## config.mk

```make
export PLATFORM = sky130hd
export DESIGN_NAME = sram_dual_req_arbiter
export DESIGN_NICKNAME = d
export VERILOG_FILES = /design/src/rtl/sram_dual_req_arbiter.sv
export SDC_FILE = /design/constraint.sdc
export NUM_CORES = 1
export LEC_CHECK = 0
export ABC_AREA = 1
export CAP_MARGIN = 0
export CORE_ASPECT_RATIO = 1.75
export CORE_UTILIZATION = 28
export CTS_CLUSTER_DIAMETER = 200
export DETAILED_ROUTE_END_ITERATION = 7
export PLACE_DENSITY = 0.81
export SYNTH_ARGS = -nofsm -noshare
export SYNTH_HDL_FRONTEND = slang
export SYNTH_SLANG_ARGS = --single-unit
```

## constraint.sdc

```tcl
create_clock -name clk -period 1.6 [get_ports clk]
set_input_delay 0.16 -clock clk [delete_from_list [all_inputs] [get_ports clk]]
set_output_delay 0.16 -clock clk [all_outputs]
set_load 0.05 [all_outputs]
```

## src/rtl/sram_dual_req_arbiter.sv

```systemverilog
// Two-requester front end for a 1RW1R SRAM macro. Port 0 (read/write) is
// arbitrated with a one-bit fairness pointer; a losing read is steered to the
// read-only port 1 whenever that cannot observe a same-cycle write.
module sram_dual_req_arbiter #(
  parameter int DATA_WIDTH   = 8,
  parameter int ADDR_WIDTH   = 5,
  parameter int READ_LATENCY = 1
) (
  input  logic                  clk,
  input  logic                  rst,
  // requester 0
  input  logic                  req0_valid,
  output logic                  req0_ready,
  input  logic                  req0_we,
  input  logic [ADDR_WIDTH-1:0] req0_addr,
  input  logic [DATA_WIDTH-1:0] req0_wdata,
  output logic                  rsp0_valid,
  output logic [DATA_WIDTH-1:0] rsp0_rdata,
  // requester 1
  input  logic                  req1_valid,
  output logic                  req1_ready,
  input  logic                  req1_we,
  input  logic [ADDR_WIDTH-1:0] req1_addr,
  input  logic [DATA_WIDTH-1:0] req1_wdata,
  output logic                  rsp1_valid,
  output logic [DATA_WIDTH-1:0] rsp1_rdata,
  // SRAM macro port 0 (read/write)
  output logic                  sram_csb0,
  output logic                  sram_web0,
  output logic [ADDR_WIDTH-1:0] sram_addr0,
  output logic [DATA_WIDTH-1:0] sram_din0,
  input  logic [DATA_WIDTH-1:0] sram_dout0,
  // SRAM macro port 1 (read only)
  output logic                  sram_csb1,
  output logic [ADDR_WIDTH-1:0] sram_addr1,
  input  logic [DATA_WIDTH-1:0] sram_dout1
);

  // Preferred requester when both are valid.
  logic r_prio;
  logic w_prio_next;

  // Grant decision: requester N on port P.
  logic w_gnt0_p0, w_gnt1_p0, w_gnt0_p1, w_gnt1_p1;
  logic w_both;
  logic w_same_addr;

  // Per-requester response pipelines: valid bit and port select per stage.
  logic [READ_LATENCY-1:0] r_pipe_v   [2];
  logic [READ_LATENCY-1:0] r_pipe_sel [2];
  logic [1:0]              w_load_v;
  logic [1:0]              w_load_sel;

  // Grant decision from the two requests and the fairness pointer.
  always_comb begin
    w_gnt0_p0   = 1'b0;
    w_gnt1_p0   = 1'b0;
    w_gnt0_p1   = 1'b0;
    w_gnt1_p1   = 1'b0;
    w_both      = req0_valid && req1_valid;
    w_same_addr = (req0_addr == req1_addr);
    if (!rst) begin
      if (req0_valid && !req1_valid) begin
        w_gnt0_p0 = 1'b1;
      end else if (req1_valid && !req0_valid) begin
        w_gnt1_p0 = 1'b1;
      end else if (w_both) begin
        // A losing read rides on port 1 unless the winner writes that word.
        if (!r_prio) begin
          w_gnt0_p0 = 1'b1;
          w_gnt1_p1 = !req1_we && !(req0_we && w_same_addr);
        end else begin
          w_gnt1_p0 = 1'b1;
          w_gnt0_p1 = !req0_we && !(req1_we && w_same_addr);
        end
      end
    end
  end

  assign req0_ready = w_gnt0_p0 || w_gnt0_p1;
  assign req1_ready = w_gnt1_p0 || w_gnt1_p1;

  // A stalled loser becomes the preferred requester for the next cycle.
  always_comb begin
    w_prio_next = r_prio;
    if (!rst && w_both && !(w_gnt0_p1 || w_gnt1_p1)) begin
      w_prio_next = !r_prio;
    end
  end

  // Fairness pointer register.
  always_ff @(posedge clk) begin
    if (rst) begin
      r_prio <= 1'b0;
    end else begin
      r_prio <= w_prio_next;
    end
  end

  // SRAM pin drive follows the grant so the macro captures at the handshake edge.
  always_comb begin
    sram_csb0  = !(w_gnt0_p0 || w_gnt1_p0);
    sram_web0  = 1'b1;
    sram_addr0 = '0;
    sram_din0  = '0;
    if (w_gnt0_p0) begin
      sram_web0  = !req0_we;
      sram_addr0 = req0_addr;
      sram_din0  = req0_we ? req0_wdata : '0;
    end else if (w_gnt1_p0) begin
      sram_web0  = !req1_we;
      sram_addr0 = req1_addr;
      sram_din0  = req1_we ? req1_wdata : '0;
    end
    sram_csb1  = !(w_gnt0_p1 || w_gnt1_p1);
    sram_addr1 = '0;
    if (w_gnt0_p1) begin
      sram_addr1 = req0_addr;
    end else if (w_gnt1_p1) begin
      sram_addr1 = req1_addr;
    end
  end

  // Pipeline load values: a granted read and which port serves it.
  always_comb begin
    w_load_v[0]   = (w_gnt0_p0 && !req0_we) || w_gnt0_p1;
    w_load_v[1]   = (w_gnt1_p0 && !req1_we) || w_gnt1_p1;
    w_load_sel[0] = w_gnt0_p1;
    w_load_sel[1] = w_gnt1_p1;
  end

  // Response pipelines shift one stage per cycle; reset drops in-flight reads.
  always_ff @(posedge clk) begin
    if (rst) begin
      for (int r = 0; r < 2; r++) begin
        r_pipe_v[r]   <= '0;
        r_pipe_sel[r] <= '0;
      end
    end else begin
      for (int r = 0; r < 2; r++) begin
        r_pipe_v[r][0]   <= w_load_v[r];
        r_pipe_sel[r][0] <= w_load_sel[r];
        for (int k = 1; k < READ_LATENCY; k++) begin
          r_pipe_v[r][k]   <= r_pipe_v[r][k-1];
          r_pipe_sel[r][k] <= r_pipe_sel[r][k-1];
        end
      end
    end
  end

  // Response outputs: last pipeline stage picks the port that served the read.
  always_comb begin
    rsp0_valid = r_pipe_v[0][READ_LATENCY-1] && !rst;
    rsp1_valid = r_pipe_v[1][READ_LATENCY-1] && !rst;
    rsp0_rdata = '0;
    rsp1_rdata = '0;
    if (rsp0_valid) begin
      rsp0_rdata = r_pipe_sel[0][READ_LATENCY-1] ? sram_dout1 : sram_dout0;
    end
    if (rsp1_valid) begin
      rsp1_rdata = r_pipe_sel[1][READ_LATENCY-1] ? sram_dout1 : sram_dout0;
    end
  end

endmodule

```

==> metrics.md, run 1 <==
| Metric | Value |
|---|---|
| Post-synthesis sequential area ratio | 0.124 |
| Layout net count | ~330 |
| Worst hold slack | 0.501 ns |
| Final Max Slew Viols | 0 |
| Vias in the first global route | approximately 1900 |
| CTS tree | yes |
| Crit Path Max Fanout | 7 |
| Pwr Density | around 410 nW/um^2 |
| Die Y-Extent | between 70 and 80 um |
| Syn. warnings | 0 |
| RSZ-0062 raised after global routing | yes |
| Layout cells sized above 1 | 0.495 |
| Largest net degree at the start of global routing | 12 |
| Register bit total from synthesis | 5 |
| DRT iter0 DRCs | around 130 |
| Violated checks | setup timing |
| Starting Density | 0.297 |
| Area of the die | ~3100 sq um |
| Worst skew pair latency | 0.22 ns |
| Pleak | 0.00120 uW |
| Fin. Hold Viols | 0 |
| Design area | around 2600 sq um |
| Vias/cell | approximately 6.2 |
| Chip width | 42.6 um |
| Synthesized area | roughly 810 sq um |
| Syn avg cell area | 4.96 sq um |
| Antenna Nets Post-Route | 0 |
| Total track usage | 0.401 |
| Min Tclk post-route | about 1.8 ns |
| Status | finished, violations left |
| Routed len/inst | between 20 and 25 um |
| I/O pin count | between 80 and 90 |
| Rows | 25 |
| Number of remaining DRC errors | 0 |
| Synthesized net count | around 210 |
| Worst path required time | 1.44 ns |
| Max Clock Skew | ~0.0086 ns |
| CORE AREA | 2720 sq um |
| Num CTS Buffers | 3 |
| Initial antenna violation count | 0 |
| PnR worst setup slack | -0.227 ns |
| Fillers | 46 |
| Max Cap Viol | 0 |
| Slew HR | 0.729 |
| Most common cell after layout, fill and taps aside | nand2_1 |
| Gpl congestion | between 0.8 and 0.9 |
| Post-Syn Instances | 163 |
| Total power | about 1100 uW |
| Htree depth | 1 |
| Vias | slightly below 2000 |
| Setup crit end kind | output pin |
| Critical path arrival | roughly 1.7 ns |
| Clock Tree Root | clkbuf_8 |
| Maximum vdd drop | a little over 0.4 mV |
| Critical path class | input port to output pin |
| CTS max path bufs | 2 |
| Element type at the critical path start | input port |
| F_max | 0.547 GHz |
| Clock sinks | 5 |
| Area after DPL | between 2000 and 2500 sq um |
| Area growth from synthesis to layout | 226% |
| Pre-antenna DRT Iters | 7 |
| Diode count | 0 |
| Final HPWL DP | roughly 3.5 mm |
| Post-synthesis cell type count | 19 |
| Hold Crit Class | input port to register |
| Period utilization | 1.14 |
| Reg clk slew, reported paths | approximately 0.04 ns |
| Global-route wire length before repair | between 9 and 10 mm |
| PortBufs | ~90 |
| Commonest non-fill, non-tap cells in the layout | 59 x nand2_1, 40 x buf_12, 32 x clkdlybuf4s50_1 |
| Global route overflow | 0 |
| Final WL | around 7.4 mm |
| Final Setup Violations | 23 |
| Least-Margin Pin Slew | around 0.4 ns |
==> power by group <==
| part | switching [uW] | internal, uW |
|---|---|---|
| combinational | 380 | 325 |
| clock | 71.2 | 172 |
| sequential | 8.17 | 129 |
| total | 459 | 627 |
==> final timing paths <==
| check | from | end | slack (ns) | cells after the start |
|---|---|---|---|---|
| setup / recovery | req0_addr[0] | sram_csb1 | -0.23 | 11 |
| hold / removal | rst | r_prio | 0.50 | 5 |
| setup reg to reg | r_prio | r_prio | -0.03 | 9 |
| hold reg to reg | r_prio | r_prio | 0.75 | 3 |
==> layer usage <==
| layer | track usage | vias to the layer above | share of wire |
|---|---|---|---|
| met2 | 0.788 | 206 | 0.50 |
| met3 | 0.0644 | 78 | 0.089 |
| met5 | 0 | - | 0 |
| met1 | 0.390 | 871 | 0.31 |
| li1 | - | 772 | - |
| met4 | 0.188 | 0 | 0.10 |
==> cell families after synthesis <==
group | Yosys count | synth area share
compound gates | 28 | 0.189
buf+inv | 31 | 0.167
flops | 5 | 0.124
xor+xnor | 1 | 0.0108
simple gates | 98 | 0.509
==> critical path, stage by stage <==
cell             delay (ns)
clkdlybuf4s15_1        0.26
inv_2                  0.08
nand2_1                0.11
nand2_1                0.08
nor2_2                 0.16
nand4_1                0.19
nand2_4                0.18
buf_6                  0.12
nand2_1                0.09
inv_2                  0.10
buf_12                 0.13
==> synthesized netlist by cell type (all sizes together) <==
cell type | n | area share
nand2 | 70 | 0.33
inv | 24 | 0.11
a21oi | 18 | 0.11
nand3 | 17 | 0.11
o22ai | 10 | 0.077
nor2 | 6 | 0.031
dfxtp | 5 | 0.12
clkbuf | 4 | 0.031
nand4 | 3 | 0.023
buf | 2 | 0.020
nor4 | 2 | 0.015
clkinv | 1 | 0.0046
xnor2 | 1 | 0.011
==> state kept, by name, indices dropped and copies added (netlist names) <==
name / cells
r_pipe_sel: 2
r_pipe_v: 2
r_prio: 1
==> cell type report <==
cell class	instances	area, sq um	share of cell area
repair buffers	122	1540	0.583
multi-input cells	127	822	0.312
flip-flops and latches	5	104	0.0394
inverters	25	95.1	0.0361
clock buffers	4	45.0	0.0171
well taps	27	33.8	0.0128
==> timing repair <==
action,in CTS,in global routing
gates cloned,0,1
pin swaps,10,6
resized for setup,60,24
hold buffers,0,0
hold endpoints to repair,0,0
buffers inserted,1,3
setup endpoints to repair,23,25
==> stage by stage <==
stage / util / setup WS [ns] / setup TNS [ns] / std cells
2_1_floorplan: - / -0.156 / -0.777 / 163
3_3_place_gp: 0.867 / -0.201 / -3.73 / 301
3_5_place_dp: 0.867 / -0.276 / -4.88 / 301
4_1_cts: 0.954 / 0.0135 / 0 / 306
5_1_grt: 0.969 / -0.269 / -2.50 / 310
6_report: 0.969 / -0.227 / -1.72 / 310
No activity file was read; power rests on OpenSTA's default activity.
==> inputs of run 2 (changes only) <==
- GPL_ROUTABILITY_DRIVEN: unset -> 0
==> results of run 2 <==
No change in the layout: final DEF, timing and power equal those of run 1.
==> inputs of run 3 (changes only) <==
- MAX_ROUTING_LAYER: unset -> met4
==> run 3 against run 2 <==
The run ends with DRC, setup timing left. Design area unchanged. Sequential power about the same. Total power rose by 0.10%. Setup slack improved by 0.0074 ns. Flip-flop and latch count is the same. Largest power group unchanged. First-iteration DRC count decreased by 15%. Register-to-register slack about the same.
==> metrics.md, run 3 (same netlist as run 1, synthesis figures left out) <==
| Metric | Value |
|---|---|
| Status | finished, violations left |
| Violated checks | DRC, setup timing |
| Total track usage | 0.409 (+0.00823) |
| Slew HR | 0.736 (+0.00705) |
| Max incr delay on CP | 0.26 ns (about the same) |
| Maximum vdd drop | 0.414 mV (+0.78%) |
| PortBufs | 88 (unchanged) |
| Critical path arrival | 1.66 ns (about the same) |
| Starting Density | 0.297 (unchanged) |
| Clock sinks | 5 (unchanged) |
| Routed len/inst | 23.6 um (-1.0%) |
| Setup_tns | -1.23 ns (+0.488 ns) |
| Largest net degree at the start of global routing | 12 (unchanged) |
| Htree depth | 1 (unchanged) |
| Hold Crit Class | input port to register |
| Worst skew pair latency | 0.23 ns (about the same) |
| CORE AREA | 2720 sq um (unchanged) |
| Area of the die | 3110 sq um (unchanged) |
| Pwr Density | 412 nW/um^2 (+0.10%) |
| Initial antenna violation count | 0 (unchanged) |
| Final Max Slew Viols | 0 (unchanged) |
| F_max | 0.550 GHz (+0.41%) |
| Final HPWL DP | 3.52 mm (unchanged) |
| Fin. Hold Viols | 0 (unchanged) |
| Chip width | 42.6 um (unchanged) |
| Area growth from synthesis to layout | 226% (unchanged) |
| WP buf/inv | 5 (unchanged) |
| Commonest non-fill, non-tap cells in the layout | 59 x nand2_1, 40 x buf_12, 32 x clkdlybuf4s50_1 |
| Pleak | 0.00120 uW (unchanged) |
| RSZ-0062 raised after global routing | yes |
| Number of remaining DRC errors | 2 (+2) |
| Count of hold-fix buffers inserted at cts | 0 (unchanged) |
| Crit-path leading delay family | simple AND/OR/NAND/NOR gates |
| Layout net count | 332 (unchanged) |
| CTS max path bufs | 2 (unchanged) |
| Min Tclk post-route | 1.82 ns (-0.00742 ns) |
| PnR worst setup slack | -0.219 ns (+0.00742 ns) |
| Critical path class | input port to output pin |
| Worst hold slack | 0.502 ns (+0.00141 ns) |
| Antenna Nets Post-Route | 0 (unchanged) |
| Max Clock Skew | 0.00816 ns (-0.000413 ns) |
| Rows | 25 (unchanged) |
| Setup crit end kind | output pin |
| Crit path max-delay cell type | clkdlybuf4s15_1 |
| Max Cap Viol | 0 (unchanged) |
| Global route overflow | 0 (unchanged) |
| Layout cells sized above 1 | 0.495 (unchanged) |
| Crit Path Max Fanout | 7 (unchanged) |
| Final Setup Violations | 23 (unchanged) |
| Element type at the critical path start | input port |
| Worst path required time | 1.44 ns (about the same) |
| Reg clk slew, reported paths | 0.04 ns (about the same) |
| Die Y-Extent | 73.1 um (unchanged) |
| Least-Margin Pin Slew | 0.395 ns (-0.0106 ns) |
| Top flop regs | r_pipe_sel (2), r_pipe_v (2), r_prio (1) |
| CP Cell Sequence | clkdlybuf4s15_1, inv_2, nand2_1, nand2_1, nor2_2, nand4_1, nand2_4, buf_6, nand2_1, inv_2, buf_12 |
| I/O pin count | 89 (unchanged) |
| Pre-antenna DRT Iters | 6 (-1) |
| Period utilization | 1.14 (-0.00463) |
| Global-route wire length before repair | 9.25 mm (-0.89%) |
| Final WL | 7.31 mm (-1.0%) |
| Num CTS Buffers | 3 (unchanged) |
| Vias | 1929 (+0.10%) |
| Most frequent CP cell | nand2_1 |
| CTS tree | yes |
| Vias in the first global route | 1892 (+1.6%) |
| Clock Tree Root | clkbuf_8 |
| Diode count | 0 (unchanged) |
| Vias/cell | 6.22 (+0.10%) |
| Most common cell after layout, fill and taps aside | nand2_1 |
| DRT iter0 DRCs | 108 (-15%) |
-- run 3: cell counts in the layout (fill, tap and decap cells not counted) --
Identical to the previous run, type by type.
-- run 3: cell type report --
type	instances	area [sq um]
Clock buffer	4	45.0
Multi-Input combinational cell	127	822
Timing Repair Buffer	122	1540
Inverter	25	95.1
Fill cell	46	83.8
Tap cell	27	33.8
Sequential cell	5	104
-- run 3: repair_timing --
| action | 4_1_cts | 5_1_grt |
|---|---|---|
| gates cloned | 0 | 1 |
| setup endpoints to repair | 23 | 25 |
| buffers inserted | 1 | 3 |
| pin swaps | 10 | 6 |
| endpoints found under the hold margin | 0 | 0 |
| resized for setup | 60 | 24 |
-- run 3: per-layer routing --
layer / part of all wire / global-route usage / routed length [um]
met1: 0.31 / 0.382 / 2260
met2: 0.50 / 0.778 / 3680
met3: 0.079 / 0.0619 / 580
met4: 0.11 / 0.208 / 798
met5: 0 / - / 0
-- run 3: final timing paths --
| kind | slack (ns) | start | end | depth (start not counted) |
|---|---|---|---|---|
| max | -0.22 | req0_addr[0] | sram_csb1 | 11 |
| min | 0.50 | rst | r_prio | 5 |
| max reg2reg | -0.02 | r_prio | r_prio | 9 |
| min reg2reg | 0.76 | r_prio | r_prio | 4 |
-- run 3: worst reg2reg max path, cell delays in order (launching register included) --
cell and delay (ns):
dfxtp_4 0.37, nor4_4 0.33, nand2_4 0.14, buf_4 0.16, buf_4 0.12, buf_4 0.14
nand3_2 0.06, nand2_1 0.06, inv_2 0.06, nor2_1 0.05
-- run 3: through the flow --
step | total power (uW) | setup slack (ns) | util | instance area (sq um) | std cells
after global routing | 1110 | -0.269 | 0.969 | 2640 | 310
after CTS | 1010 | 0.0135 | 0.954 | 2600 | 306
final | 1090 | -0.219 | 0.969 | 2640 | 310
after global placement | 721 | -0.201 | 0.867 | 2360 | 301
after floorplan | 375 | -0.156 | - | 871 | 163
after detailed placement | 734 | -0.276 | 0.867 | 2360 | 301
-- run 3: report_power, final --
group,switching (uW),total (uW),internal [uW]
logic,380,705,325
registers,7.35,137,129
clock network,73.4,246,172
==> edit (flow settings as in run 2) <==
Set the parameter `READ_LATENCY` to 2 (it was 1).
--- a/src/rtl/sram_dual_req_arbiter.sv
+++ b/src/rtl/sram_dual_req_arbiter.sv
@@ -4,7 +4,7 @@
 module sram_dual_req_arbiter #(
   parameter int DATA_WIDTH   = 8,
   parameter int ADDR_WIDTH   = 5,
-  parameter int READ_LATENCY = 1
+  parameter int READ_LATENCY = 2
 ) (
   input  logic                  clk,
   input  logic                  rst,
Formal check against the unedited RTL: not equivalent (Yosys sat finds a counterexample within 4 cycles, from zero or initial values and one cycle with rst high).
==> edit against run 2 <==
The run still ends with negative setup slack left; routed wire length shrank 35%; largest power group unchanged; total power grew 1.6%; worst setup slack gained 160 ps; critical endpoint is now sram_addr1[3]; sequential cell count grew 4; global-route usage shrank 12 points; combinational power shrank 16%; clock skew shrank 6.3 ps; clock power grew 13%; fmax grew 9.3%; utilization shrank 12 points; final area grew 2.0%; synthesized cell count grew 4.3%; synthesized area grew 17%.
==> edit: results (changes against run 2) <==
result of the run=complete, but fails checks; violated checks=negative setup slack; fraction of the mapped netlist area in compound gates=0.212 (+0.0236); wire length reported by the detailed router=4800 um (-35%); pin count of the biggest net entering global routing=11 (-1); Placed Cells incl. Taps=321 (+6.6%); top flop regs=r_pipe_sel: 4 flops, r_pipe_v: 4 flops, r_prio: 1 flops; launch point of the critical path=req1_valid; Tightest Hold Check Type=reg -> reg; Filler Cells Inserted=180 (+290%); Layout Cells excl Fill=327 (+5.5%); quantity of I/O buffers inserted on ports=88 (unchanged); number of instances in the synthesized netlist=170 (+4.3%); slowest cell on the critical path=sky130_fd_sc_hd__dlygate4sd2_1; design area=0.00269 sq mm (+2.0%); Critical R2R Capture=r_prio; post-synth net total=218 (+3.3%); cell types with the largest area share after synthesis=sky130_fd_sc_hd__nand2_1, sky130_fd_sc_hd__dfxtp_1, sky130_fd_sc_hd__inv_1; worst stage delay on the critical path=320 ps (+60 ps); cell at the root of the clock tree=sky130_fd_sc_hd__clkbuf_8; first-pass GRT wire length=7360 um (-21%); Layout Skew=2.31 ps (-6.26 ps); Clk Latency, worst-skew pair=240 ps (+20 ps); diodes inserted=0 (unchanged); count of warnings emitted by yosys=0 (unchanged); Final setup viols=5 (-78%); capturing element of the worst setup path=sram_addr1[3]; total iterations of the first detailed-routing run=4 (-3); reg-to-reg startpoint=r_prio; vias in the first global route=1,677 (-10%); largest buffer count on any clock path=2 (unchanged); list of most frequent post-synthesis cells=sky130_fd_sc_hd__nand2_1, sky130_fd_sc_hd__inv_1, sky130_fd_sc_hd__a21oi_1, sky130_fd_sc_hd__nand3_1, sky130_fd_sc_hd__o22ai_1; number of antenna violations at the first check in global routing=0 (unchanged); pre-CTS worst setup slack=-200 ps (+75.3 ps); Synth cell types=24 (+5); R2R Setup Slk=230 ps (+260 ps); global router's overall resource usage=0.278 (-0.123); aggregate negative setup slack=-283 ps (+1430 ps); largest fanout of any net on the critical path=8 (+1); sequential cell area fraction in the yosys report=0.191 (+0.0674); share of post-route cells with drive strength above 1=0.440 (-0.0546); leakage power=1.21 nW (+0.76%); Placed Area=0.00251 sq mm (+6.4%); number of clock buffers inserted by TritonCTS=3 (unchanged); initial drt markers=26 (-80%); Arr. time, crit path=1510 ps (-160 ps); Worst VDD drop=324 uV (-21%); post-synthesis mux area share=0 (unchanged); detailed placer's ending HPWL=3520 um (about the same); post-layout worst setup margin=-71.5 ps (+155 ps); worst rel slew slack=0.765 (+0.0357); Primary FF master, synth=sky130_fd_sc_hd__dfxtp_1; Post-Synth XOR/XNOR Area=0.00930 (-0.00154); FFs w/ async S/R, synth=0 (unchanged); via count=1,597 (-17%)
[edit: final cells by class]
type                       count  share of cell area
inverter                      32              0.0465
tap                           43              0.0200
clock buffer                   4              0.0167
sequential                     9              0.0674
timing repair buffer         117               0.547
multi-input combinational    122               0.303
[edit: worst min path at each step]
stage                          start                to  slack [ps]  cells after the start
CTS                 r_pipe_sel[1][0]  r_pipe_sel[1][1]         410                      2
detailed placement    r_pipe_v[0][0]    r_pipe_v[0][1]         400                      2
finish                r_pipe_v[0][0]    r_pipe_v[0][1]         400                      2
global placement    r_pipe_sel[1][0]  r_pipe_sel[1][1]         390                      2
global route                 req1_we    r_pipe_v[1][0]         420                      3
floorplan                        rst  r_pipe_sel[0][1]         230                      1
[edit: metal layers]
layer	part of all wire	global-route usage
met1	0.33	0.267
met2	0.58	0.531
met3	0.071	0.0500
met4	0.022	0.112
met5	0	0
[edit: timing repair]
item | CTS | global route
pin swaps | 11 | 8
buffers inserted | 1 | 0
gates cloned | 0 | 1
setup endpoints to repair | 32 | 25
resized for setup | 38 | 26
[edit: cells by family (layout without fill, tap and decap cells)]
| group | Yosys count | count (layout) |
|---|---|---|
| compound gates | 37 | 37 |
| xor+xnor | 1 | 1 |
| buf+inv | 39 | 153 |
| flops | 9 | 9 |
| simple gates | 84 | 84 |
[edit: report_power, final]
part           total, W  switching [W]  internal, W
Combinational  0.000594       0.000307     0.000288
Sequential     0.000235     0.00000326     0.000232
Clock          0.000274       0.000100     0.000174
[edit: critical path, delay by kind of cell]
| kind | cells | cell delay (ps) |
|---|---|---|
| AO/OA/AOI/OAI | 1 | 230 |
| buffers and inverters | 2 | 490 |
| AND/OR/NAND/NOR | 3 | 630 |
